==> config.mk <==
export PLATFORM = sky130hd
export DESIGN_NAME = uart_rx
export DESIGN_NICKNAME = d
export VERILOG_FILES = /design/src/rtl/uart_rx.sv
export SDC_FILE = /design/constraint.sdc
export NUM_CORES = 1
export LEC_CHECK = 0
export ABC_AREA = 0
export CAP_MARGIN = 10
export CORE_UTILIZATION = 59
export DETAILED_ROUTE_END_ITERATION = 7
export PLACE_DENSITY = 0.91
export SYNTH_ARGS = -nofsm -noshare
export SYNTH_HDL_FRONTEND = slang
export SYNTH_SLANG_ARGS = --single-unit
export TNS_END_PERCENT = 20
==> constraint.sdc <==
create_clock -name baud_clk -period 3.75 [get_ports baud_clk]
set_clock_uncertainty 0.2 [all_clocks]
set_input_delay 0.75 -clock baud_clk [delete_from_list [all_inputs] [get_ports baud_clk]]
set_output_delay 0.75 -clock baud_clk [all_outputs]
set_load 0.02 [all_outputs]
==> src/rtl/uart_rx.sv <==
// uart_rx: 16x-oversampled UART receiver with parity, framing and overrun status.
// Define UART_RX_BREAK_DET_EN to add break detection and a line-high rearm after a break.
module uart_rx (
    input  logic       baud_clk,
    input  logic       reset_n,
    input  logic       rxd_i,
    input  logic [1:0] wls,
    input  logic       parity_en,
    input  logic       eps,
    input  logic       sticky_parity,
    input  logic       Rxhr_full,
    output logic [7:0] rx_data_o,
    output logic       rx_done,
    output logic       Rxhr_wr_en,
    output logic       parity_err,
    output logic       framing_err,
    output logic       overrun_err,
    output logic       break_o
);
    localparam logic [2:0] IDLE = 3'd0, START = 3'd1, DATA = 3'd2, PARITY = 3'd3, STOP = 3'd4;
    logic [2:0] state;
    logic [3:0] clk_counter;
    logic [2:0] bit_counter;
    logic [7:0] data_reg;
    logic       rxd_m, rxd_s, par_mismatch, start_ok;
    logic       mid, last_bit, exp_parity;
    assign mid        = clk_counter == 4'd15;
    assign last_bit   = bit_counter == {1'b0, wls} + 3'd4;
    assign exp_parity = sticky_parity ? ~eps : (eps ? ^data_reg : ~^data_reg);
`ifdef UART_RX_BREAK_DET_EN
    logic all_zero, line_wait;
    assign start_ok = ~rxd_s & ~line_wait;
    // A break holds the receiver off until the line has returned high.
    always_ff @(posedge baud_clk or negedge reset_n) begin
        if (!reset_n) begin
            all_zero  <= 1'b1;
            line_wait <= 1'b0;
            break_o   <= 1'b0;
        end else begin
            if (state == IDLE)
                all_zero <= 1'b1;
            else if ((state == DATA || state == PARITY) && mid)
                all_zero <= all_zero & ~rxd_s;
            if (state == STOP && mid) begin
                break_o   <= all_zero & ~rxd_s;
                line_wait <= all_zero & ~rxd_s;
            end else if (rxd_s)
                line_wait <= 1'b0;
        end
    end
`else
    assign start_ok = ~rxd_s;
    assign break_o  = 1'b0;
`endif
    always_ff @(posedge baud_clk or negedge reset_n) begin
        if (!reset_n) begin
            rxd_m        <= 1'b1;
            rxd_s        <= 1'b1;
            state        <= IDLE;
            clk_counter  <= 4'd0;
            bit_counter  <= 3'd0;
            data_reg     <= 8'd0;
            par_mismatch <= 1'b0;
            rx_data_o    <= 8'd0;
            rx_done      <= 1'b0;
            Rxhr_wr_en   <= 1'b0;
            parity_err   <= 1'b0;
            framing_err  <= 1'b0;
            overrun_err  <= 1'b0;
        end else begin
            rxd_m      <= rxd_i;
            rxd_s      <= rxd_m;
            rx_done    <= 1'b0;
            Rxhr_wr_en <= 1'b0;
            case (state)
                IDLE: begin
                    clk_counter  <= 4'd0;
                    bit_counter  <= 3'd0;
                    data_reg     <= 8'd0;
                    par_mismatch <= 1'b0;
                    if (start_ok) state <= START;
                end
                START: begin
                    if (clk_counter == 4'd7) begin
                        clk_counter <= 4'd0;
                        state       <= rxd_s ? IDLE : DATA;
                    end else clk_counter <= clk_counter + 4'd1;
                end
                DATA: begin
                    if (mid) begin
                        data_reg[bit_counter] <= rxd_s;
                        bit_counter           <= bit_counter + 3'd1;
                        clk_counter           <= 4'd0;
                        if (last_bit) state <= parity_en ? PARITY : STOP;
                    end else clk_counter <= clk_counter + 4'd1;
                end
                PARITY: begin
                    if (mid) begin
                        par_mismatch <= rxd_s != exp_parity;
                        clk_counter  <= 4'd0;
                        state        <= STOP;
                    end else clk_counter <= clk_counter + 4'd1;
                end
                STOP: begin
                    if (mid) begin
                        state       <= IDLE;
                        rx_data_o   <= data_reg;
                        framing_err <= ~rxd_s;
                        parity_err  <= par_mismatch;
                        overrun_err <= Rxhr_full;
                        rx_done     <= 1'b1;
                        Rxhr_wr_en  <= 1'b1;
                    end else clk_counter <= clk_counter + 4'd1;
                end
                default: state <= IDLE;
            endcase
        end
    end
endmodule

**Word-level counts from Yosys, hierarchy flattened**

Index checks and enable logic that the tools add are counted.

- $add $sub $neg: 3
- Multiply operators: 0
- Div/mod/pow operators: 0
- $lt $le $gt $ge: 2
- Eq/ne operators: 15
- Shift operators: 0
- Muxes and demuxes: 26
- Bitwise gates (word level): 2
- Reductions and logical operators: 13

Operator list:

| cell | count |
|---|---|
| $mux W3 | 8 |
| $pmux W4 S4 | 1 |
| $pmux W8 S2 | 1 |
| $pmux W3 S5 | 1 |
| $ne A2 B2 Y1 const B | 7 |
| $mux W4 | 3 |
| $bwmux W8 | 1 |
| $mux W8 | 1 |
| $reduce_and A2 Y1 | 4 |
| $reduce_xnor A8 Y1 | 1 |
| $reduce_xor A8 Y1 | 1 |
| $eq A3 B2 Y1 const B | 2 |
| $mux W1 | 6 |
| $pmux W3 S2 | 1 |
| $reduce_and A6 Y1 | 1 |
| $add A4 B1 Y4 const B | 1 |
| $eq A4 B3 Y1 const B | 1 |
| $eq A4 B4 Y1 const B | 1 |
| $lt A3 B4 Y1 const B | 1 |
| $reduce_bool A2 Y1 | 2 |
| $reduce_bool A4 Y1 | 1 |
| $add A2 B3 Y3 const B | 1 |
| $add A3 B1 Y3 const B | 1 |
| $demux W1 S3 | 1 |
| other kinds (11) | 12 |

- Register bits after elaboration: 33
- Latch bits: 0
- Memory bits (writable): 0
- Memory bits (read-only): 0
- Input port bits: 9
- Output and inout bits: 14
- Memories: 0

**Depth between registers and ports, before layout**

- Depth after elaboration: 7
- Depth in mapped cells: 7
- Gate-level depth less buffers: 6

**Worst setup path before layout**

Ideal clock, no wire load.

- Path kind: reg-to-reg
- From: register clk_counter[0]
- To: register clk_counter[1]
- Data arrival time: 1.568 ns
- Slack: 1.861 ns
- Stages on the path, launching flop included: 7
- Clock period less this slack: 1.889 ns
- Path through: dfrtp_1 ha_1 and3_1 buf_6 nor2_4 mux2_4 a22o_1

- Word-level cells in the longest chain between the ends: 3

Ends and longest elaborated chain:

| item | RTL line | RTL |
|---|---|---|
| start, declared | 22 | `logic [3:0] clk_counter;` |
| start signal, assigned | 87 | `end else clk_counter <= clk_counter + 4'd1;` |
| start signal, assigned | 95 | `end else clk_counter <= clk_counter + 4'd1;` |
| start signal, assigned | 102 | `end else clk_counter <= clk_counter + 4'd1;` |
| $add A4 B1 Y4, or another cell as far along | n/a |  |
| $mux W4, or another cell as far along | 105 | `if (mid) begin` |
| $pmux W4 S4 or $reduce_and A2 Y1 (tied branches) | n/a |  |

Parallel ways exist; a longest one is shown, timed or not. The select of a mux whose other input is x is not followed.
A chain may end at the register's enable or synchronous reset.

**Worst setup path after layout**

- From: register rx_data_o[5]
- To: output port rx_data_o[5]

RTL lines:

| item | RTL line | RTL |
|---|---|---|
| start, declared | 12 | `output logic [7:0] rx_data_o,` |
| start signal, assigned | 107 | `rx_data_o <= data_reg;` |

No word-level cell between the ends.

==> run summary <==
Global-route wire length before repair: 5.91 mm
Combinational power share: 0.273
Clock transition at path regs: 0.10 ns
Leading cell type in the layout, fill and taps excluded: dfrtp_1
Mux share of post-synthesis cell area: 0.113
Commonest non-fill, non-tap cells in the layout: dfrtp_1 (31), clkdlybuf4s50_1 (21), nand2_1 (17), o21ai_0 (14), nand3_1 (12)
Peak Freq: 0.441 GHz
Slew headroom: 0.562
Avg Inst Size Synth: 10.5 sq um
CTS resizes: 0
Lkg Pwr: 0.944 nW
Worst-Margin Slew: 0.657 ns
Simple-gate area share of the yosys netlist: 0.182
Core ar.: 2850 sq um
Max Buffers Root-to-Sink: 2
Via density: 6.12
Hold Crit Class: reg -> reg
Crit path required time: 2.80 ns
CP max stage delay: 0.61 ns
Synth area leaders: dfrtp_1 (43%), mux2_4 (6.6%), xnor2_1 (4.3%)
Die X: 57.6 um
CTS tree: yes
GRT Overall Usage: 0.239
Hpwl dp: 2.43 mm
DRC Markers: 1
Crit Path Class: reg -> out
CTS Buf Count: 5
Yosys reg bits: 33
I/O Buffers: 21
CTS root buffer: clkbuf_4
DRT antenna net count: 0
Chip height: 57.6 um
Slowest-stage cell, CP: clkdlybuf4s50_1
Final WL: 3.45 mm
Vias in the first global route: 1283
Initial Utilization: 0.639
Sequential power share: 0.491
CP arrival: 1.32 ns
Clock sink count: 33
Synth area leader: dfrtp_1
Initial antenna violation count: 0
Worst Path Buf+Inv: 1
Outcome: complete, but fails checks
Sw power: 0.000290 W
Final worst path period share: 0.605
Fin util: 0.714
Clock Latency Late Sink: 0.34 ns
Row Count: 19
Die area: 3320 sq um
# diodes: 0
Cells along the critical path: clkdlybuf4s50_1
Seq/Total Area, Yosys: 0.454
Compound-Gate Fraction of Synth Area: 0.120
Largest net degree at the start of global routing: 34
Number of max-slew violations in the final report: 0
Final setup fails: 0
Pwr Density: 419 nW/um^2
Via Count: 1353
Hold Vio Cnt, Final: 0
Max VDD drop: 0.000266 V
Max FO, Critical Path: 2
Failing checks: design-rule violations
Max_cap viols: 0
RSZ-0062 raised after global routing: no
XOR/XNOR Fraction of Synth Area: 0.0576
Setup TNS: 0 ns
Routed WL per cell: 15.6 um
Yosys Warn Count: 0
Cells after Synth: 174
Mapped Nets: 185
Share of cells above drive strength 1: 0.163
Asr flop ratio synth: 1.00
Clk pwr share: 0.236
Switching share of power: 0.339
Cell family contributing the most delay on the critical path: buffers and inverters
Gpl congestion: 0.845
Dominant synthesized flop cell: dfrtp_1
Layout overhead on the synthesized area: 11.7%
EDFF count, synth: 0
Fin crit period: 2.27 ns
Tot Pwr: 0.000855 W
Grt ovf: 0
Crit end category: primary output
Yosys cell types: 46
Crit start category: flop
Hold bufs inserted after CTS: 0
DRT Pass-1 Iters: 6
Adder-cell share of the synthesized area: 0.0137
P_int: 0.000565 W
Initial detailed-routing violation count: 43
Post-Syn Area: 1820 sq um
Share of the synthesized area in the top cell type: 0.425
CTS H-Tree Depth: 2
Final nets: 201
# Post-CTS Setup Buffers: 0
Largest family of logic cells by synthesized area: simple AND/OR/NAND/NOR gates
Num ports: 23
stage by stage:
stage                     instance area (sq um)  hold slack [ns]  worst slack [ns]  std cells
after global routing                       2040            0.167              1.45        221
after CTS                                  2040            0.164              1.47        221
after detailed placement                   1980            0.149              1.42        214
after global placement                     1980            0.147              1.49        214
final                                      2040            0.164              1.48        221
after floorplan                            1820            0.145              1.86        174
layer usage:
metal / vias to the layer above / global-route usage / share of wire
met5: - / 0 / 0
met4: 0 / 0.0767 / 0.017
met3: 7 / 0.0635 / 0.048
met2: 41 / 0.387 / 0.51
met1: 659 / 0.314 / 0.43
li1: 646 / - / -
cells in the mapped netlist (3+ instances only):
cell type and n:
dfrtp_1 31, nand2_1 17, o21ai_0 14, nand3_1 12
xnor2_1 9, mux2_4 8, nor2_1 7, a21oi_1 5
a22o_1 5, buf_6 5, mux2_2 4, nand4_1 4
and3_1 3, buf_2 3, clkbuf_1 3, mux2i_1 3
xor2_1 3
layout make-up:
type | count | area, sq um
Timing Repair Buffer | 22 | 218
Fill cell | 202 | 815
Clock buffer | 7 | 55.1
Inverter | 2 | 7.51
Sequential cell | 33 | 828
Tap cell | 31 | 38.8
Multi-Input combinational cell | 126 | 891
cells by family (layout without fill, tap and decap cells):
kind of cell,count (synthesis),in the layout
mux,16,16
compound gates,35,35
fa+ha+maj,2,2
flops,33,33
simple gates,60,60
buf+inv,15,31
xor+xnor,12,12
other cells,1,1
worst paths after layout:
check	slack [ns]	cells past startpoint	endpoint	start
worst min register to register	0.16	0	rxd_s	rxd_m
min in group asynchronous	0.60	2	par_mismatch	reset_n
worst max register to register	1.62	4	overrun_err	clk_counter[1]
max in group asynchronous	2.43	2	rxd_s	reset_n
worst min-delay path	0.16	0	rxd_s	rxd_m
worst max-delay path	1.48	1	rx_data_o[5]	rx_data_o[5]
power by group through the flow:
stage                     Sequential [W]  Combinational (W)  Clock [W]
after floorplan                 0.000398           0.000218          0
after global placement          0.000421           0.000217          0
after detailed placement        0.000424           0.000236          0
after CTS                       0.000419           0.000236   0.000205
after global routing            0.000425           0.000261   0.000219
final                           0.000420           0.000233   0.000202
(Power assumes the default switching activity.)
